**src/rtl/wm8731_i2c_cfg_ctrl.sv**
```systemverilog
// WM8731 configuration sequencer: walks the register LUT and writes each
// 16-bit word to the codec as a 3-byte I2C write, with per-word NACK retry.
module wm8731_i2c_cfg_ctrl #(
    parameter int unsigned CLK_FREQ  = 50_000_000,
    parameter int unsigned I2C_FREQ  = 100_000,
    parameter int unsigned LUT_SIZE  = 10,
    parameter logic [7:0]  DEV_ADDR  = 8'h34,
    parameter int unsigned MAX_RETRY = 3
) (
    input  logic        iCLK,
    input  logic        iRST_N,
    input  logic        iSTART,
    output logic [7:0]  LUT_INDEX,
    input  logic [15:0] LUT_DATA,
    output logic        I2C_SCLK,
    output logic        I2C_SDAT_OE,
    input  logic        I2C_SDAT_IN,
    output logic        CFG_BUSY,
    output logic        CFG_DONE,
    output logic        CFG_ERR
);

    localparam int unsigned Q  = CLK_FREQ / (4 * I2C_FREQ);
    localparam int unsigned QW = (Q > 1) ? $clog2(Q) : 1;
    localparam int unsigned RW = (MAX_RETRY > 0) ? $clog2(MAX_RETRY + 1) : 1;
    localparam logic [QW-1:0] Q_LAST    = QW'(Q - 1);
    localparam logic [RW-1:0] RETRY_MAX = RW'(MAX_RETRY);
    localparam logic [7:0]    LUT_LAST  = 8'(LUT_SIZE - 1);

    typedef enum logic [3:0] {
        ST_IDLE,
        ST_FETCH,
        ST_START,
        ST_BYTE,
        ST_ACK,
        ST_STOP,
        ST_NEXT,
        ST_DONE,
        ST_ERR
    } state_t;

    state_t        state, state_n;
    logic [QW-1:0] qcnt, qcnt_n;
    logic [1:0]    phase, phase_n;
    logic [2:0]    bit_cnt, bit_cnt_n;
    logic [1:0]    byte_cnt, byte_cnt_n;
    logic [23:0]   shreg, shreg_n;
    logic [7:0]    index_n;
    logic [RW-1:0] retry, retry_n;
    logic          nack, nack_n;
    logic          scl_n, oe_n;
    logic          busy_n, done_n, err_n;
    logic [1:0]    sda_sync;
    logic          sda_s;
    logic          tick_end, last_tick, timed;

    assign sda_s     = sda_sync[1];
    assign timed     = (state == ST_START) || (state == ST_BYTE) ||
                       (state == ST_ACK)   || (state == ST_STOP);
    assign tick_end  = (qcnt == Q_LAST);
    assign last_tick = tick_end && (phase == 2'd3);

    always_ff @(posedge iCLK or negedge iRST_N) begin
        if (!iRST_N) begin
            state       <= ST_IDLE;
            qcnt        <= '0;
            phase       <= '0;
            bit_cnt     <= '0;
            byte_cnt    <= '0;
            shreg       <= '0;
            LUT_INDEX   <= '0;
            retry       <= '0;
            nack        <= 1'b0;
            I2C_SCLK    <= 1'b1;
            I2C_SDAT_OE <= 1'b0;
            CFG_BUSY    <= 1'b0;
            CFG_DONE    <= 1'b0;
            CFG_ERR     <= 1'b0;
            sda_sync    <= '1;
        end else begin
            state       <= state_n;
            qcnt        <= qcnt_n;
            phase       <= phase_n;
            bit_cnt     <= bit_cnt_n;
            byte_cnt    <= byte_cnt_n;
            shreg       <= shreg_n;
            LUT_INDEX   <= index_n;
            retry       <= retry_n;
            nack        <= nack_n;
            I2C_SCLK    <= scl_n;
            I2C_SDAT_OE <= oe_n;
            CFG_BUSY    <= busy_n;
            CFG_DONE    <= done_n;
            CFG_ERR     <= err_n;
            sda_sync    <= {sda_sync[0], I2C_SDAT_IN};
        end
    end

    always_comb begin
        state_n    = state;
        qcnt_n     = qcnt;
        phase_n    = phase;
        bit_cnt_n  = bit_cnt;
        byte_cnt_n = byte_cnt;
        shreg_n    = shreg;
        index_n    = LUT_INDEX;
        retry_n    = retry;
        nack_n     = nack;

        if (timed) begin
            if (tick_end) begin
                qcnt_n  = '0;
                phase_n = phase + 2'd1;
            end else begin
                qcnt_n = qcnt + 1'b1;
            end
        end

        case (state)
            ST_IDLE: begin
                index_n = '0;
                retry_n = '0;
                state_n = ST_FETCH;
            end
            // phase doubles as the 2-cycle counter while waiting on the registered LUT
            ST_FETCH: begin
                if (phase == 2'd0) begin
                    phase_n = 2'd1;
                end else begin
                    phase_n    = '0;
                    qcnt_n     = '0;
                    shreg_n    = {DEV_ADDR, LUT_DATA};
                    byte_cnt_n = '0;
                    bit_cnt_n  = '0;
                    nack_n     = 1'b0;
                    state_n    = ST_START;
                end
            end
            ST_START: begin
                if (last_tick) state_n = ST_BYTE;
            end
            ST_BYTE: begin
                if (last_tick) begin
                    shreg_n   = {shreg[22:0], 1'b0};
                    bit_cnt_n = bit_cnt + 3'd1;
                    if (bit_cnt == 3'd7) state_n = ST_ACK;
                end
            end
            ST_ACK: begin
                if (tick_end && (phase == 2'd2)) nack_n = sda_s;
                if (last_tick) begin
                    if (nack) begin
                        state_n = ST_STOP;
                    end else if (byte_cnt < 2'd2) begin
                        byte_cnt_n = byte_cnt + 2'd1;
                        state_n    = ST_BYTE;
                    end else begin
                        state_n = ST_STOP;
                    end
                end
            end
            ST_STOP: begin
                if (last_tick) begin
                    if (nack) begin
                        if (retry < RETRY_MAX) begin
                            retry_n = retry + 1'b1;
                            state_n = ST_FETCH;
                        end else begin
                            state_n = ST_ERR;
                        end
                    end else begin
                        state_n = ST_NEXT;
                    end
                end
            end
            ST_NEXT: begin
                retry_n = '0;
                index_n = LUT_INDEX + 8'd1;
                state_n = (LUT_INDEX == LUT_LAST) ? ST_DONE : ST_FETCH;
            end
            ST_DONE, ST_ERR: begin
                if (iSTART) begin
                    index_n = '0;
                    retry_n = '0;
                    state_n = ST_FETCH;
                end
            end
            default: state_n = ST_IDLE;
        endcase

        // Bus levels are registered from the next state/phase so they line up with the tick.
        scl_n = 1'b1;
        oe_n  = 1'b0;
        case (state_n)
            ST_START: begin
                scl_n = (phase_n != 2'd3);
                oe_n  = (phase_n >= 2'd2);
            end
            ST_BYTE: begin
                scl_n = (phase_n == 2'd1) || (phase_n == 2'd2);
                oe_n  = ~shreg_n[23];
            end
            ST_ACK: begin
                scl_n = (phase_n == 2'd1) || (phase_n == 2'd2);
                oe_n  = 1'b0;
            end
            ST_STOP: begin
                scl_n = (phase_n != 2'd0);
                oe_n  = (phase_n != 2'd3);
            end
            default: begin
                scl_n = 1'b1;
                oe_n  = 1'b0;
            end
        endcase

        busy_n = (state_n == ST_FETCH) || (state_n == ST_START) || (state_n == ST_BYTE) ||
                 (state_n == ST_ACK)   || (state_n == ST_STOP)  || (state_n == ST_NEXT);
        done_n = (state_n == ST_DONE);
        err_n  = (state_n == ST_ERR);
    end

endmodule

```
**config.mk**
```make
export PLATFORM = sky130hd
export DESIGN_NAME = wm8731_i2c_cfg_ctrl
export DESIGN_NICKNAME = d
export VERILOG_FILES = /design/src/rtl/wm8731_i2c_cfg_ctrl.sv
export SDC_FILE = /design/constraint.sdc
export NUM_CORES = 1
export LEC_CHECK = 0
export ABC_AREA = 1
export CAP_MARGIN = 20
export CORE_AREA = 2 2 80 82
export DETAILED_ROUTE_END_ITERATION = 10
export DIE_AREA = 0 0 82 84
export PLACE_DENSITY_LB_ADDON = 0.3
export SYNTH_ARGS = -nofsm -noshare
export SYNTH_HDL_FRONTEND = slang
export SYNTH_SLANG_ARGS = --single-unit
```
**constraint.sdc**
```tcl
create_clock -name iCLK -period 3.9 [get_ports iCLK]
set_clock_uncertainty 0.15 [all_clocks]
set_input_delay 0.78 -clock iCLK [delete_from_list [all_inputs] [get_ports iCLK]]
set_output_delay 0.78 -clock iCLK [all_outputs]
set_load 0.02 [all_outputs]
```
# --- Word level (Yosys, flattened, before mapping) ---
# Cells that the tools add are included.
totals:
  regBits: 60
  in_bits: 20
  out_inout_bits: 13
classes:
  add_sub_neg: 6
  order_cmp: 3
  eq_ne: 34
  muxes: 44
  bitwise_logic: 1
  reduce_logical: 26
ops:
  columns: ["op", "count"]
  rows:
  - ["$mux W24", 2]
  - ["$pmux W24 S2", 1]
  - ["$mux W4", 9]
  - ["$eq A4 B3 Y1 const B", 8]
  - ["$pmux W4 S8", 1]
  - ["$mux W7", 4]
  - ["$pmux W8 S3", 1]
  - ["$mux W2", 11]
  - ["$eq A4 B2 Y1 const B", 4]
  - ["$ne A2 B2 Y1 const B", 8]
  - ["$mux W3", 5]
  - ["$reduce_and A5 Y1", 2]
  - ["$logic_or A1 B1 Y1", 9]
  - ["$add A8 B1 Y8 const B", 1]
  - ["$eq A4 B1 Y1 const B", 2]
  - ["$eq A4 B4 Y1 const B", 2]
  - ["$eq A8 B4 Y1 const B", 1]
  - ["$mux W8", 1]
  - ["$add A7 B1 Y7 const B", 1]
  - ["$eq A7 B7 Y1 const B", 1]
  - ["$add A2 B1 Y2 const B", 3]
  - ["$eq A2 B2 Y1 const B", 3]
  - ["$ne A2 B1 Y1 const B", 3]
  - ["$pmux W1 S3", 2]
  - ["19 further kinds", 29]

# --- Depth between registers and ports, before layout ---
# Gate-level depths: netlist of run 1.
depth:
  ltp_word: 11
  depth_mapped: 15
  depth_no_buf: 15

# --- Least setup slack after synthesis of run 1 ---
# Ideal clock, no wire load.
synth_timing:
  kind: "register -> register"
  from: "register qcnt[0]"
  to: "register I2C_SCLK"
  setup_time_ns: 0.064
  arrival_ns: 1.803
  t_required_ns: 3.686
  path_slack_ns: 1.883
  stages_incl_launch_ff: 15
  path_cell_list: "dfrtp_1 > inv_1 > ha_1 > nand3_2 > nor2_4 > nand2_1 > nand2_1 > o21a_1 > inv_1 > ha_1 > inv_1 > nand3_1 > nand2_1 > inv_1 > nand3_1"
synth_between:
  elab_chain_cells: 7
  elab_cells_between_ends: 21
  cone_classes: "eq/ne: 8; mux: 9; reduce/logical: 4"
synth_rtl:
  columns: ["item", "line", "rtl"]
  rows:
  - ["start, declared", "43", "logic [QW-1:0] qcnt, qcnt_n;"]
  - ["start signal, assigned", "82", "qcnt <= qcnt_n;"]
  - ["$eq A7 B7 Y1 (*)", "60", "assign tick_end = (qcnt == Q_LAST);"]
  - ["$mux W2 (*)", "111", "if (tick_end) begin"]
  - ["$mux W2 (*)", "110", "if (timed) begin"]
  - ["$mux W2 (*)", "119", "case (state)"]
  - ["via phase_n[0]", "44", "logic [1:0] phase, phase_n;"]
  - ["$eq A2 B1 Y1 / $eq A2 B2 Y1 (equally long branches)", "200, 204", null]
  - ["$logic_or A1 B1 Y1", "200, 204", null]
  - ["$pmux W1 S3 (*)", "194", "case (state_n)"]
  - ["via scl_n", "51", "logic scl_n, oe_n;"]
  - ["end signal, assigned", "90", "I2C_SCLK <= scl_n;"]
  - ["end, declared", "15", "output logic I2C_SCLK,"]
# Mark *: on every way through the listed nets, which the timed path passes. The rest lies on a longest branch.
# A chain may end at the register's enable or synchronous reset.

# --- Final worst setup path of run 1 ---
layout_timing:
  from: "register qcnt[0]"
  to: "register shreg[22]"
layout_between:
  elab_chain_cells: 4
layout_rtl:
  columns: ["item", "line", "rtl"]
  rows:
  - ["$eq A7 B7 Y1", "60", null]
  - ["$logic_and A1 B1 Y1", "61", "assign last_tick = tick_end && (phase == 2'd3);"]
  - ["$ne A2 B2 Y1 (no source line)", null, null]
  - ["$reduce_and A3 Y1 (no source line)", null, null]
  - ["end signal, assigned", "86", "shreg <= shreg_n;"]
  - ["end, declared", "47", "logic [23:0] shreg, shreg_n;"]
# Every way passes these cells.

==> metrics.md, run 1 <==
| Metric | Value |
|---|---|
| Hold buffers post-CTS | 0 |
| FP Rows | 29 |
| Postcts setup bufs | 0 |
| Syn-to-layout area delta | 18.5% |
| Syn_nets | 415 |
| Pre-CTS setup slack | 1.18 ns |
| Worst Max-Slew Pin Slew | 0.810 ns |
| Syn Inst Count | 382 |
| Antenna violations before repair | 0 |
| Critical path type | reg -> reg |
| Core Util, Final | 63.2% |
| Count leader, synth | nand2_1 |
| GRT Resource Usage Total | approximately 22% |
| Post-synthesis mux area share | 0% |
| Largest net degree at the start of global routing | 38 |
| CTS sink count | 60 |
| Tcrit/Tclk final | 70.8% |
| Power density over cell area | 340 nW/µm² |
| Post-Synth Adder-Cell Area | under 10% |
| Compound-Gate Fraction of Synth Area | 11.1% |
| Post-Synth Simple-Gate Area | a little over a quarter |
| Iteration-0 DRC Markers | between 150 and 200 |
| HP Class | reg -> reg |
| Total number of vias | 2632 |
| Clock Pin Slew Worst Setup and Hold Paths | 0.08 ns |
| Critical path capture point type | flop |
| Yosys warning count | 0 |
| I/O Buffers | 32 |
| R2r setup slk | 1.14 ns |
| Number of routed nets with antenna violations | 0 |
| Top FF cell, synth | dfrtp_1 |
| Largest family of logic cells by synthesized area | simple AND/OR/NAND/NOR gates |
| Count of cell types in the netlist | 38 |
| Vias per inst | 5.25 |
| CTS Buf Count | 9 |
| Async S/R FF share, synth | 100% |
| Final #Nets | 452 |
| Period minus WS final | 2.76 ns |
| Filler cells | 535 |
| Relative slew slack | 46.0% |
| Share of post-route cells with drive strength above 1 | 15.1% |
| Final setup violation count | 0 |
| Skew-Pair Late Insertion Delay | between 0.3 and 0.4 ns |
| Final setup margin | 1.14 ns |
| Leak | 1.92 nW |
| Slowest stage delay, CP | about 0.65 ns |
| Worst VDD drop | about 0.22 mV |
| Outcome | finished, final reports clean |
| Placed inst area | 3630 µm² |
| CP bufs+invs | 2 |
| Die ar. | 6890 µm² |
| CTS resizes | 0 |
| Area share of the largest cell type after synthesis | between 40% and 50% |
| Starting Density | 53.3% |
| Commonest cells post-synth | 84 x nand2_1, 57 x dfrtp_1, 57 x inv_1, 21 x nand3_1, 20 x nor2_1 |
| Post-synth top area cell | dfrtp_1 |
| Achievable Freq | 362 MHz |
| Gr ovfl total | 0 |
| Mean Syn Cell Area | 8.51 µm² |
| Pins Over Slew Limit | 0 |
| Vias in the first global route | about 2600 |
| Placer Congestion | 0.969 |
| Final setup TNS | 0 ns |
| Final Power | 1.31 mW |
| Post-synth EDFFs | 0 |
| Unrepaired setup endpoints after global routing | no |
| Synth Area in XOR/XNOR | 1.35% |
| Critical-path cell list | inv_1 > ha_1 > nand3_2 > nor2_4 > nand3_2 > nand2_1 > inv_1 > nand2_1 > o21ai_0 |
| Die X-Extent | 82 µm |
| Worst EP required | slightly below 4 ns |
| CTS Root Cell | clkbuf_8 |
| Top post-synthesis cells by area | dfrtp_1 44%, nand2_1 9.7%, inv_1 6.6%, ha_1 5.0%, o221ai_1 4.0% |
| Drt pass-1 iters | 4 |
| Finished Cell Area | 3850 µm² |
| Global-route wire length before repair | 11.5 mm |
| Drt total wl | 6.63 mm |
| Hold Vio Cnt, Final | 0 |
| Seq/Total Area, Yosys | 46.3% |
| Post-DP HPWL | 4.75 mm |
| Drt drc | 0 |
| Max Root-Sink Buffers | 2 |
| Delay-heaviest family, CP | simple AND/OR/NAND/NOR gates |
| Synthesized area | 3250 µm² |
| Core area | 6100 µm² |
| # IOs | 33 |
| Max stage delay cell, worst path | nand2_1 |
| Die Y | 84 µm |
| Seq cells post-synth | 60 |
| WL per Instance | 13.2 µm |
| CP max FO | 24 |
| CP Launch Type | flop |
| ANT cells | 0 |
| CTS tree | yes |
| H-tree levels | 3 |
| Critical Path AT | about 2.8 ns |
| Max cap viols | 0 |
-- worst reg2reg max path, stage by stage (launching register included) --
cell	delay, ns
dfrtp_1	0.40
inv_1	0.10
ha_1	0.19
nand3_2	0.09
nor2_4	0.19
nand3_2	0.38
nand2_1	0.65
inv_1	0.27
nand2_1	0.11
o21ai_0	0.09
-- placed cells by master, fill, tap and decap left out, types with 2 or more instances in the layout --
cell,instances
a21oi_1,9
bufinv_16,2
clkbuf_8,9
clkdlybuf4s50_1,31
dfrtp_1,57
dfstp_2,3
ha_1,13
inv_1,57
inv_2,8
inv_6,2
nand2_1,84
nand2_2,6
nand3_1,21
nand3_2,7
nand4_1,9
nor2_1,20
nor2_2,9
nor2_4,6
nor3_1,6
nor3b_1,2
o21a_1,2
o21ai_0,16
o21ai_1,4
o221ai_1,15
o22ai_1,4
xnor2_1,2
xor2_1,3
-- report_power, final --
part | switching [mW] | internal (mW) | total, mW | leakage, nW
Clock | 0.269 | 0.364 | 0.633 | 0.110
Sequential | 0.00253 | 0.632 | 0.635 | 0.745
Combinational | 0.0213 | 0.0222 | 0.0435 | 1.06
Total | 0.293 | 1.02 | 1.31 | 1.92
-- final timing paths --
kind / start / to / cells past startpoint
worst max register to register: qcnt[0] / shreg[22] / 9
worst min-delay path: sda_sync[0] / sda_sync[1] / 0
worst min register to register: sda_sync[0] / sda_sync[1] / 0
min in group asynchronous: iRST_N / LUT_INDEX[2] / 1
max in group asynchronous: iRST_N / bit_cnt[0] / 2
worst max-delay path: qcnt[0] / shreg[22] / 9
-- flip-flops by register name, indices dropped and copies added, names as in the netlist --
| signal | count |
|---|---|
| nack | 1 |
| retry | 2 |
| sda_sync | 2 |
| qcnt | 7 |
| CFG_DONE | 1 |
| bit_cnt | 3 |
| CFG_BUSY | 1 |
| byte_cnt | 2 |
| I2C_SDAT_OE | 1 |
| state | 4 |
| phase | 2 |
| I2C_SCLK | 1 |
| shreg | 24 |
| LUT_INDEX | 8 |
| CFG_ERR | 1 |
-- per-layer routing --
metal	global-route usage (%)	part of all wire, %	vias to the layer above
met3	4.76	4.3	14
met2	33.3	48	63
li1	-	-	1321
met1	27.9	45	1234
met5	0	0	-
met4	12.0	2.7	0
-- logic make-up after synthesis --
logic type | after synthesis
adder cells (fa/ha/maj) | 13
flip-flops | 60
buffers and inverters | 73
XOR/XNOR | 5
AND/OR/NAND/NOR | 176
AO/OA/AOI/OAI | 55
-- layout make-up --
| cell class | count | area (µm²) | share of cell area, % |
|---|---|---|---|
| clock buffer | 9 | 124 | 3.21 |
| clock inverter | 7 | 98.8 | 2.56 |
| inverter | 66 | 248 | 6.43 |
| multi-input combinational | 249 | 1460 | 37.9 |
| sequential | 60 | 1510 | 39.0 |
| tap | 77 | 96.3 | 2.50 |
| timing repair buffer | 33 | 323 | 8.37 |
-- through the flow --
stage,std cells,hold slack (ns)
floorplan,382,0.195
CTS,501,0.218
detailed placement,485,0.201
global route,501,0.230
global placement,485,0.201
finish,501,0.216
No activity file was read; power rests on OpenSTA's default activity.
==> run 2, diff against run 1 <==
--- a/config.mk
+++ b/config.mk
@@ -7,9 +7,9 @@
 export LEC_CHECK = 0
 export ABC_AREA = 1
 export CAP_MARGIN = 20
-export CORE_AREA = 2 2 80 82
+export CORE_AREA = 2 2 83 85
 export DETAILED_ROUTE_END_ITERATION = 10
-export DIE_AREA = 0 0 82 84
+export DIE_AREA = 0 0 85 87
 export PLACE_DENSITY_LB_ADDON = 0.3
 export SYNTH_ARGS = -nofsm -noshare
 export SYNTH_HDL_FRONTEND = slang
==> constraint.sdc (replaced) <==
create_clock -name iCLK -period 2.21 [get_ports iCLK]
set_clock_uncertainty 0.15 [all_clocks]
set_input_delay 0.442 -clock iCLK [delete_from_list [all_inputs] [get_ports iCLK]]
set_output_delay 0.442 -clock iCLK [all_outputs]
set_load 0.02 [all_outputs]
==> run 2 against run 1 <==
Net effect:
- sequential share of layout area down 1.0 points
- non-clock buffer count rose by 10
- flip-flop and latch count is the same
- total power is 76% higher
- core utilization shrank 3.0 points
- final cell count grew 2.6%
- largest cell class unchanged
- largest power group unchanged
==> metrics.md, run 2 (synthesis results as in run 1) <==
| Metric | Value |
|---|---|
| Starting Density | 49.5% |
| Drt pass-1 iters | 4 |
| Placer Congestion | 0.878 |
| Logic pwr share | 3.6% |
| Die ar. | about 7400 µm² |
| Skew-Pair Late Insertion Delay | 0.35 ns |
| Final #Nets | ~460 |
| Drt total wl | 6.69 mm |
| Switching power | 511 µW |
| Achievable Freq | 480 MHz |
| Core area | 6570 µm² |
| Share of post-route cells with drive strength above 1 | approximately 18% |
| Max cap viols | 0 |
| Number of routed nets with antenna violations | 0 |
| Commonest non-fill, non-tap cell in the layout | nand2_1 |
| Critical R2R Launch | qcnt[1] |
| Tcrit/Tclk final | 94.2% |
| CP bufs+invs | 3 |
| R2r setup slk | 0.13 ns |
| Clock Pin Slew Worst Setup and Hold Paths | 0.07 ns |
| Pins Over Slew Limit | 0 |
| H-tree levels | 3 |
| Drt drc | 0 |
| CTS sink count | 60 |
| Critical path type | reg -> reg |
| # IOs | 33 |
| Die X-Extent | 85 µm |
| Reg with most FFs | shreg |
| Gr ovfl total | 0 |
| Pint | approximately 1.8 mW |
| Final Power | around 2.3 mW |
| Finished Cell Area | 3960 µm² |
| Critical path capture point type | flop |
| Antenna violations before repair | 0 |
| ANT cells | 0 |
| Outcome | finished, final reports clean |
| Hold Path Stages | 0 |
| Vias per inst | 5.19 |
| CP Launch Type | flop |
| Net Sw Frac | 22.1% |
| Power density over cell area | 584 nW/µm² |
| Critical-path cell list | inv_1 > ha_2 > nand3_2 > nor2_4 > nand2_2 > o21ai_1 > a21o_1 > inv_1 > ha_1 > inv_1 > nand2_1 > nand3_1 > o211ai_2 |
| CTS tree | yes |
| Delay-heaviest family, CP | simple AND/OR/NAND/NOR gates |
| GRT Resource Usage Total | 19.2% |
| Worst Hold End | sda_sync[1] |
| Hold Vio Cnt, Final | 0 |
| Max stage delay cell, worst path | dfrtp_1 |
| Placed inst area | 3720 µm² |
| Post-DP HPWL | 4.97 mm |
| Global-route wire length before repair | between 10 and 15 mm |
| Total number of vias | 2667 |
| Critical Path AT | between 2 and 2.5 ns |
| WL per Instance | 13.0 µm |
| Worst-case reg-to-reg path depth | 13 |
| CP max FO | 4 |
| Leak | ~2.0 nW |
| Worst EP required | ~2.3 ns |
| CTS Buf Count | 9 |
| Hold_sp | sda_sync[0] |
| Critical R2R Capture | I2C_SDAT_OE |
| Most common cell on crit path | inv_1 |
| Period minus WS final | 2.08 ns |
| Vias in the first global route | between 2000 and 2500 |
| Clock power frac | 47.9% |
| Max FFs per register | 24 |
| Iteration-0 DRC Markers | between 150 and 200 |
| I/O Buffers | 32 |
| Syn-to-layout area delta | 21.7% |
| Final setup violation count | 0 |
| FP Rows | 30 |
| Largest net degree at the start of global routing | 39 |
| CTS Root Cell | clkbuf_8 |
| Slowest stage delay, CP | 0.38 ns |
| Worst Max-Slew Pin Slew | 0.348 ns |
| Die Y | 87 µm |
| Core Util, Final | 60.3% |
| Relative slew slack | 76.8% |
| Final setup TNS | 0 ns |
| Worst VDD drop | 0.368 mV |
| Top flop regs | shreg: 24 flops, LUT_INDEX: 8 flops, qcnt: 7 flops |
| Commonest non-fill, non-tap cells in the layout | 83 x nand2_1, 57 x dfrtp_1, 56 x inv_1 |
| Sequential power share | 48.5% |
| HP Class | reg -> reg |
| Max Root-Sink Buffers | 2 |
## run 2: changes by cell type in the layout (fill, tap and decap cells not counted), sizes merged
cell and change:
inv -1, buf +9, dlygate4sd3 +1, clkinv +1
## run 2: worst reg2reg max path: stages, from the launching register on
cell and delay [ns]:
dfrtp_1 0.38, inv_1 0.11, ha_2 0.21, nand3_2 0.08
nor2_4 0.13, nand2_2 0.08, o21ai_1 0.14, a21o_1 0.14
inv_1 0.08, ha_1 0.19, inv_1 0.05, nand2_1 0.06
nand3_1 0.09, o211ai_2 0.09
## run 2: power groups by stage
| stage | clock network [mW] | logic, mW | registers [mW] |
|---|---|---|---|
| after floorplan | 0 | 0.0189 | 1.14 |
| after global placement | 0 | 0.0821 | 1.14 |
| after detailed placement | 0 | 0.0832 | 1.14 |
| after CTS | 1.12 | 0.0848 | 1.12 |
| after global routing | 1.18 | 0.0935 | 1.12 |
| final | 1.11 | 0.0823 | 1.12 |
## run 2: per-stage QoR
| step | hold WS [ns] | worst slack, ns | cells |
|---|---|---|---|
| 3_3_place_gp | 0.160 | 0.127 | 497 |
| 4_1_cts | 0.222 | 0.117 | 514 |
| 6_report | 0.216 | 0.129 | 514 |
| 2_1_floorplan | -0.00359 | 0.193 | 382 |
| 3_5_place_dp | 0.156 | 0.0770 | 497 |
| 5_1_grt | 0.227 | -0.00275 | 514 |
## run 2: how the worst max path moves through the flow
stage	cells past startpoint	start	slack [ns]	end
final	13	qcnt[1]	0.13	I2C_SDAT_OE
after global routing	13	qcnt[1]	-0.003	I2C_SDAT_OE
after CTS	13	qcnt[0]	0.12	I2C_SCLK
after detailed placement	11	iSTART	0.08	I2C_SCLK
after global placement	11	iSTART	0.13	I2C_SCLK
after floorplan	14	qcnt[0]	0.19	I2C_SCLK
## run 2: repair_timing
| action | in CTS | in global routing |
|---|---|---|
| endpoints found under the setup margin | 0 | 2 |
| gates resized for setup | 0 | 5 |
| endpoints found under the hold margin | 6 | 0 |
| setup buffers | 0 | 0 |
| hold buffers | 1 | 0 |
## run 2: routing by layer
layer | GRT usage (%) | part of all wire, % | wire length (µm) | up-vias
li1 | - | - | - | 1339
met1 | 25.5 | 48 | 3230 | 1281
met2 | 30.3 | 47 | 3160 | 37
met3 | 5.02 | 2.8 | 186 | 10
met4 | 7.22 | 1.5 | 100 | 0
met5 | 0 | 0 | 0 | -
## run 2: cell type report
class | instances | area, µm²
tap | 80 | 100
sequential | 60 | 1510
multi-input combinational | 249 | 1470
inverter | 66 | 248
clock buffer | 9 | 124
timing repair buffer | 43 | 413
fill | 580 | 2610
clock inverter | 7 | 98.8
==> run 3, diff against run 2 <==
--- a/config.mk
+++ b/config.mk
@@ -7,9 +7,9 @@
 export LEC_CHECK = 0
 export ABC_AREA = 1
 export CAP_MARGIN = 20
-export CORE_AREA = 2 2 83 85
+export CORE_AREA = 2 2 80 82
 export DETAILED_ROUTE_END_ITERATION = 10
-export DIE_AREA = 0 0 85 87
+export DIE_AREA = 0 0 82 84
 export PLACE_DENSITY_LB_ADDON = 0.3
 export SYNTH_ARGS = -nofsm -noshare
 export SYNTH_HDL_FRONTEND = slang
==> constraint.sdc (replaced) <==
create_clock -name iCLK -period 2.7 [get_ports iCLK]
set_clock_uncertainty 0.15 [all_clocks]
set_input_delay 0.54 -clock iCLK [delete_from_list [all_inputs] [get_ports iCLK]]
set_output_delay 0.54 -clock iCLK [all_outputs]
set_load 0.02 [all_outputs]
==> run 3 against run 2 <==
Net effect:
- routed wire length down 3.2%
- core utilization up 3.0 points
- combinational power shrank 22%
- final area fell by 2.6%
- sequential share of layout area up 1.0 points
- flip-flop and latch count stayed put
- clock-buffer cell count is 3 higher
- register-to-register slack better by 0.27 ns
- global-route usage is 1.8 points higher
- total power is 23% lower
- final cell count decreased by 2.3%
==> metrics.md, run 3 (synthesis results as in run 1) <==
| Metric | Value |
|---|---|
| Syn-to-layout area delta | 18.6% |
| Outcome | finished, final reports clean |
| Unrepaired setup endpoints after global routing | no |
| Finished Cell Area | 3860 µm² |
| Period minus WS final | 2.30 ns |
| Post-DP HPWL | 4.65 mm |
| Relative slew slack | around two thirds |
| Tcrit/Tclk final | 85.2% |
| Pins Over Slew Limit | 0 |
| HP Class | in -> async |
| Commonest non-fill, non-tap cells in the layout | 84 x nand2_1, 57 x dfrtp_1, 57 x inv_1 |
| Achievable Freq | 435 MHz |
| CTS tree | yes |
| FP Rows | 29 |
| Number of routed nets with antenna violations | 0 |
| Global-route wire length before repair | 11.1 mm |
| Antenna violations before repair | 0 |
| Post-Layout Cell Count | 502 |
| Final Power | 1.79 mW |
| Filler cells | just over 500 |
| Share of post-route cells with drive strength above 1 | between 10% and 20% |
| GRT Resource Usage Total | 21.0% |
| Die Y | 84 µm |
| Max FFs per register | 24 |
| Placer Congestion | 0.957 |
| Final #Nets | between 400 and 500 |
| Drt pass-1 iters | 4 |
| Final setup TNS | 0 ns |
| Die X-Extent | 82 µm |
| Gr ovfl total | 0 |
| Starting Density | 53.3% |
| Core area | 6100 µm² |
| CP max FO | 7 |
| Core Util, Final | 63.3% |
| CTS sink count | 60 |
| Iteration-0 DRC Markers | 168 |
| Pre-CTS setup slack | 0.427 ns |
| H-tree levels | 3 |
| Worst VDD drop | roughly 0.28 mV |
| Drt drc | 0 |
| Max cap viols | 0 |
| Clock Pin Slew Worst Setup and Hold Paths | about 0.07 ns |
| Die ar. | 6890 µm² |
| Drt total wl | 6.47 mm |
| Total number of vias | 2611 |
| CTS Root Cell | clkbuf_8 |
| # IOs | 33 |
| Power density over cell area | around 460 nW/µm² |
| Hold Vio Cnt, Final | 0 |
| I/O Buffers | 32 |
| Critical Path AT | 2.43 ns |
| Worst EP required | 2.83 ns |
| Vias in the first global route | between 2000 and 3000 |
| Vias per inst | 5.20 |
| Final setup margin | roughly 0.4 ns |
| Max Root-Sink Buffers | 2 |
| Reg with most FFs | shreg |
| Hold buffers post-CTS | 0 |
| Critical path type | reg -> reg |
| Largest net degree at the start of global routing | 61 |
| Commonest non-fill, non-tap cell in the layout | nand2_1 |
| CTS resizes | 0 |
| Placed inst area | 3670 µm² |
| CTS Buf Count | 9 |
| WL per Instance | 12.9 µm |
| Placed insts | between 400 and 500 |
| Postcts setup bufs | 0 |
| Worst hold slack | 0.0430 ns |
| Top flop regs | shreg: 24 flops, LUT_INDEX: 8 flops, qcnt: 7 flops |
| CP Launch Type | flop |
| Final setup violation count | 0 |
| Leak | 1.93 nW |
| Critical path capture point type | flop |
| ANT cells | 0 |
| Worst Max-Slew Pin Slew | around 0.49 ns |
| Skew-Pair Late Insertion Delay | 0.34 ns |
==> run 3: final timing paths <==
check                      depth (start not counted)         from  slack (ns)            to
max in group asynchronous                          2       iRST_N        2.05   sda_sync[1]
min reg2reg                                        0  sda_sync[0]        0.21   sda_sync[1]
max                                               14      qcnt[0]        0.40      I2C_SCLK
max reg2reg                                       14      qcnt[0]        0.40      I2C_SCLK
min                                                2       iRST_N        0.04  LUT_INDEX[0]
min in group iCLK                                  0  sda_sync[0]        0.21   sda_sync[1]
==> run 3: power by group <==
part	switching (mW)	internal [mW]
clock	0.338	0.465
sequential	0.00329	0.914
combinational	0.0304	0.0342
total	0.372	1.41
==> run 3: final cells by class <==
type	count	area, µm²	area share, %
clock buffer	12	155	4.02
clock inverter	2	35.0	0.908
inverter	66	248	6.42
multi-input combinational	249	1460	37.9
sequential	60	1510	39.0
tap	77	96.3	2.50
timing repair buffer	36	358	9.28
==> run 3: metal layers <==
metal / part of all wire [%] / vias up / global-route usage (%)
li1: - / 1327 / -
met1: 45 / 1225 / 27.2
met2: 49 / 46 / 33.0
met3: 4.3 / 13 / 5.84
met4: 1.9 / 0 / 7.88
met5: 0 / - / 0
==> run 3: critical path: stages (launching register included) <==
cell	delay, ns
dfrtp_1	0.40
inv_1	0.10
ha_1	0.18
nand3_2	0.09
nor2_4	0.19
nand2_1	0.14
nand2_1	0.25
o21a_1	0.20
inv_1	0.07
ha_1	0.17
inv_1	0.07
nand3_1	0.07
nand2_1	0.06
inv_1	0.03
nand3_1	0.06
